**config.mk**
```make
export PLATFORM = sky130hd
export DESIGN_NAME = uart_frame_assembler
export DESIGN_NICKNAME = d
export VERILOG_FILES = /design/src/rtl/uart_frame_assembler.sv
export SDC_FILE = /design/constraint.sdc
export NUM_CORES = 1
export LEC_CHECK = 0
export CORE_MARGIN = 2
export CORE_UTILIZATION = 40
export CTS_CLUSTER_DIAMETER = 120
export CTS_CLUSTER_SIZE = 16
export DETAILED_ROUTE_END_ITERATION = 7
export GPL_TIMING_DRIVEN = 0
export PLACE_DENSITY_LB_ADDON = 0.08
export SETUP_SLACK_MARGIN = 0.3
export SYNTH_ARGS = -nofsm -noshare
export SYNTH_HDL_FRONTEND = slang
export SYNTH_SLANG_ARGS = --single-unit
```
**constraint.sdc**
```tcl
create_clock -name clk -period 4.15 [get_ports clk]
set_input_delay 0.83 -clock clk [delete_from_list [all_inputs] [get_ports clk]]
set_output_delay 0.83 -clock clk [all_outputs]
set_load 0.03 [all_outputs]
```
**src/rtl/uart_frame_assembler.sv**
```systemverilog
// Packs received UART characters into fixed-size frames, offers each frame over valid/ready,
// discards stalled partial frames after an idle timeout and counts bytes dropped while holding.
module uart_frame_assembler #(
  parameter int unsigned DBITS          = 8,
  parameter int unsigned FRAME_BYTES    = 18,
  parameter int unsigned TIMEOUT_CYCLES = 1_033_400
) (
  input  logic                               clk,
  input  logic                               rst,
  input  logic [DBITS-1:0]                   rx_byte,
  input  logic                               rx_byte_valid,
  output logic [FRAME_BYTES*DBITS-1:0]       frame,
  output logic                               frame_valid,
  input  logic                               frame_ready,
  output logic [$clog2(FRAME_BYTES+1)-1:0]   byte_count,
  output logic                               timeout_pulse,
  output logic                               overrun_pulse,
  output logic [7:0]                         drop_count
);

  localparam int unsigned CW = $clog2(FRAME_BYTES + 1);
  localparam int unsigned TW = (TIMEOUT_CYCLES > 1) ? $clog2(TIMEOUT_CYCLES) : 1;
  localparam logic [TW-1:0] TimerLast = TW'((TIMEOUT_CYCLES > 0) ? TIMEOUT_CYCLES - 1 : 0);
  localparam logic [CW-1:0] LastSlot  = CW'(FRAME_BYTES - 1);

  typedef enum logic [1:0] {StIdle, StCollect, StHold} state_e;

  state_e        state;
  logic [TW-1:0] timer;

  always_ff @(posedge clk) begin
    if (rst) begin
      state         <= StIdle;
      frame         <= '0;
      frame_valid   <= 1'b0;
      byte_count    <= '0;
      timeout_pulse <= 1'b0;
      overrun_pulse <= 1'b0;
      drop_count    <= '0;
      timer         <= '0;
    end else begin
      timeout_pulse <= 1'b0;
      overrun_pulse <= 1'b0;
      unique case (state)
        StIdle: begin
          if (rx_byte_valid) begin
            frame[DBITS-1:0] <= rx_byte;
            byte_count       <= CW'(1);
            timer            <= '0;
            if (FRAME_BYTES == 1) begin
              state       <= StHold;
              frame_valid <= 1'b1;
            end else begin
              state <= StCollect;
            end
          end
        end

        StCollect: begin
          if (rx_byte_valid) begin
            for (int i = 0; i < FRAME_BYTES; i++) begin
              if (byte_count == CW'(i)) frame[i*DBITS +: DBITS] <= rx_byte;
            end
            byte_count <= byte_count + CW'(1);
            timer      <= '0;
            if (byte_count == LastSlot) begin
              state       <= StHold;
              frame_valid <= 1'b1;
            end
          end else if (TIMEOUT_CYCLES != 0) begin
            // This idle clock is the TIMEOUT_CYCLES-th in a row: drop the partial frame.
            if (timer == TimerLast) begin
              byte_count    <= '0;
              timer         <= '0;
              timeout_pulse <= 1'b1;
              state         <= StIdle;
            end else begin
              timer <= timer + TW'(1);
            end
          end
        end

        StHold: begin
          if (frame_ready) begin
            byte_count <= '0;
            timer      <= '0;
            if (rx_byte_valid) begin
              frame[DBITS-1:0] <= rx_byte;
              byte_count       <= CW'(1);
              if (FRAME_BYTES == 1) begin
                state <= StHold;
              end else begin
                state       <= StCollect;
                frame_valid <= 1'b0;
              end
            end else begin
              state       <= StIdle;
              frame_valid <= 1'b0;
            end
          end else if (rx_byte_valid) begin
            overrun_pulse <= 1'b1;
            if (drop_count != 8'hFF) drop_count <= drop_count + 8'd1;
          end
        end

        default: state <= StIdle;
      endcase
    end
  end

endmodule

```
==> flow_summary.rst <==
.. list-table::
   :header-rows: 1

   * - Metric
     - Value
   * - Worst hold slack after final layout
     - 0.478 ns
   * - Gpl congestion
     - 0.823
   * - Finished layout cell area
     - 9860 µm²
   * - LEAKAGE
     - 0.00356 µW
   * - Routed WL per cell
     - 17.1 µm
   * - Final antenna diode count
     - 0
   * - Summed instance area of the synthesized netlist
     - 7340 µm²
   * - End point of the critical path
     - frame[95]$_SDFFE_PP0P_
   * - Depth of the worst register-to-register path
     - 5
   * - Initial Util
     - 0.409
   * - Area of the die
     - 19400 µm²
   * - Setup skew after layout
     - 0.0116 ns
   * - CTS resizes
     - 0
   * - Die width
     - 139 µm
   * - Yosys warning total
     - 0
   * - Count of standard-cell rows
     - 49
   * - Clock slew seen by the registers of the worst setup and hold paths
     - 0.08 ns
   * - Final wirelength
     - 20900 µm
   * - Number of iterations in the first detailed-routing pass
     - 5
   * - Transition time at the pin with the least slew margin
     - 1.26 ns
   * - Pin count of the biggest net entering global routing
     - 17
   * - GRT Residual Overflow
     - 0
   * - Core area
     - 18000 µm²
   * - Final Critical Period
     - 2.73 ns
   * - Global router's overall resource usage
     - 0.216
   * - Top cells by area, synth
     - dfxtp_1, mux2i_1, nor2_1, nand2_1, a21oi_1
   * - Area leader, netlist
     - dfxtp_1
   * - Core utilization of the finished layout
     - 0.549
   * - Final clock period utilization by the worst path
     - 0.658
   * - Post-detailed-placement half-perimeter wirelength
     - 14800 µm
   * - Post-synth EDFFs
     - 0
   * - Syn avg cell area
     - 9.16 µm²
   * - Share of the synthesized area in the top cell type
     - 0.496
   * - Post-Synthesis Net Count
     - 824
   * - Die H
     - 139 µm
   * - Crit path launch
     - rx_byte_valid
   * - Antenna violations before repair
     - 0
   * - Setup violation total in the final timing report
     - 0
   * - Proportion of layout cells with a drive suffix above 1
     - 0.0503
   * - Final sum of negative setup slack
     - 0 ns
   * - VDD IR max
     - 0.305 mV
   * - Top cells by count, synth
     - dfxtp_1, nor2_1, mux2i_1, nand2_1, a21oi_1
   * - Logic pwr share
     - 0.087
   * - Place WS
     - 0.984 ns
   * - DRT iter0 DRCs
     - 328
   * - Synthesized netlist cell count
     - 801
   * - Final Hold Violating Endpoints
     - 0
   * - Kind of end point of the critical path
     - flop
   * - Signal arrival time at the worst endpoint
     - 3.04 ns
   * - Run status
     - completed
   * - Cell at the root of the clock tree
     - clkbuf_16
   * - Sequential cell area fraction in the yosys report
     - 0.496
   * - Ports
     - 172
   * - First-pass GRT wire length
     - 33100 µm
   * - Deepest clock path buffer count
     - 2
   * - Number of nets in the layout
     - 1005
   * - Final Slew Violations
     - 0
   * - Area after detailed placement
     - 9250 µm²
   * - Share of power burned in the clock network
     - 0.444
   * - Inserted Clock Buffers
     - 17
   * - Hold buffer count at CTS
     - 0
   * - Total of flip-flops plus latches after synthesis
     - 182
   * - Final setup margin
     - 1.42 ns
   * - Setup slack of the most critical reg-to-reg path
     - 1.76 ns
   * - Classification of the worst-slack hold path
     - flop to flop
   * - Deepest level of the CTS H-tree
     - 4
   * - CP required
     - 4.46 ns
   * - # Max-Cap Violations
     - 0
   * - Crit path max fanout
     - 8
   * - Max frequency
     - 0.366 GHz
   * - P_sw
     - 970 µW
   * - Endpoint of the most critical register-to-register path
     - frame[134]$_SDFFE_PP0P_
   * - Startpoint class of the critical path
     - input port
   * - Post-CTS Setup Bufs
     - 0
   * - Vias in the first global route
     - 6021
   * - Via count
     - 6127
   * - Critical register-to-register path startpoint
     - state[0]$_SDFFE_PP0P_
   * - Sequential power share
     - 0.469
   * - CTS sink count
     - 182
   * - RSZ-0062 raised after global routing
     - no
   * - Leading cell type by number of instances after synthesis
     - dfxtp_1
   * - Clk Latency, worst-skew pair
     - 0.44 ns
   * - Slew HR
     - 0.155
   * - Area growth from synthesis to final layout
     - 34.3%
   * - Vias per std cell
     - 5.01
   * - Cell-internal power
     - 2840 µW
   * - Count of distinct cell types in the synthesized netlist
     - 49
   * - TritonCTS clock tree
     - yes
   * - Most used flip-flop cell after synthesis
     - dfxtp_1
   * - Quantity of I/O buffers inserted on ports
     - 162
   * - Total DRC errors in the routed layout
     - 0
   * - Switching share of power
     - 0.255
   * - Asr flop ratio synth
     - 0
   * - DRT antenna net count
     - 0
   * - Worst setup path category
     - input port to flop
   * - Ratio of total power to cell area
     - 386 nW/µm²
## metrics by stage
step | cells | power, µW
after floorplan | 801 | 2040
after global placement | 1192 | 2160
after detailed placement | 1192 | 2160
after CTS | 1223 | 3830
after global routing | 1223 | 3940
final | 1223 | 3810
## registers in the layout, summed over array words and instances (netlist names)
| signal | count |
|---|---|
| byte_count | 5 |
| drop_count | 8 |
| frame | 144 |
| frame_valid | 1 |
| overrun_pulse | 1 |
| state | 2 |
| timeout_pulse | 1 |
| timer | 20 |
## area by class of cell
type / instances / area (µm²)
Fill cell: 1676 / 8110
Inverter: 10 / 37.5
Multi-Input combinational cell: 554 / 3440
Clock buffer: 19 / 443
Buffer: 55 / 220
Clock inverter: 12 / 165
Sequential cell: 182 / 3640
Tap cell: 229 / 287
Timing Repair Buffer: 162 / 1620
## how the worst min path moves through the flow
| stage | from | end | slack [ns] | depth (start not counted) |
|---|---|---|---|---|
| 4_1_cts | frame[118]$_SDFFE_PP0P_ | frame[118]$_SDFFE_PP0P_ | 0.48 | 2 |
| 3_3_place_gp | frame[116]$_SDFFE_PP0P_ | frame[116]$_SDFFE_PP0P_ | 0.46 | 2 |
| 3_5_place_dp | frame[118]$_SDFFE_PP0P_ | frame[118]$_SDFFE_PP0P_ | 0.47 | 2 |
| 5_1_grt | frame[109]$_SDFFE_PP0P_ | frame[109]$_SDFFE_PP0P_ | 0.50 | 2 |
| 6_report | frame[104]$_SDFFE_PP0P_ | frame[104]$_SDFFE_PP0P_ | 0.48 | 2 |
| 2_1_floorplan | timer[1]$_SDFFE_PP0P_ | timer[1]$_SDFFE_PP0P_ | 0.46 | 2 |
## worst max-delay path, stage by stage
cell and delay [ns]:
clkdlybuf4s50_1 0.64, nand2_1 0.19, nor4_2 1.04, mux2i_1 0.28
nor2_1 0.06
## cells in the final DEF (no fill, tap or decap), types with 2 or more instances in the layout
cell type / count
nand4b_1: 3
ha_1: 11
nor4b_1: 2
clkbuf_16: 17
nor2_2: 3
nor4_4: 2
bufinv_16: 3
nand2b_1: 5
nor4_2: 2
nor2_1: 147
a21oi_1: 50
nand4_1: 8
clkdlybuf4s50_1: 162
dfxtp_1: 182
inv_1: 10
and2_1: 2
xor2_1: 11
o211a_1: 2
nor2b_1: 3
o21ai_0: 42
clkinvlp_4: 5
buf_2: 5
clkbuf_1: 39
xnor2_1: 4
nor3_1: 10
nand3_1: 22
or4_1: 3
inv_6: 3
nand2_1: 71
a311oi_1: 3
nor3_2: 3
or3_1: 5
buf_1: 11
o31ai_1: 2
and3_1: 7
mux2i_1: 114
## routing by layer
metal | wire length, µm | track usage | share of wire | vias to the layer above
met5 | 0 | 0 | 0 | -
met4 | 246 | 0.0649 | 0.012 | 0
met3 | 1630 | 0.0781 | 0.078 | 17
met2 | 9690 | 0.349 | 0.46 | 140
met1 | 9290 | 0.271 | 0.45 | 2881
li1 | - | - | - | 3089
## logic make-up after synthesis
| group | share of synthesized area |
|---|---|
| buffers and inverters | 0.0351 |
| and+or+nand+nor | 0.194 |
| AOI/OAI and AO/OA | 0.0823 |
| xor gates and xnor gates | 0.0179 |
| adders and majority gates | 0.0188 |
| muxes | 0.155 |
| DFF | 0.496 |
## power by group through the flow
stage,Clock [µW],Sequential (µW),Combinational (µW)
after floorplan,0,1860,184
after global placement,0,1830,331
after detailed placement,0,1830,333
after CTS,1710,1790,334
after global routing,1780,1790,362
final,1690,1790,331
(Power assumes the default switching activity.)
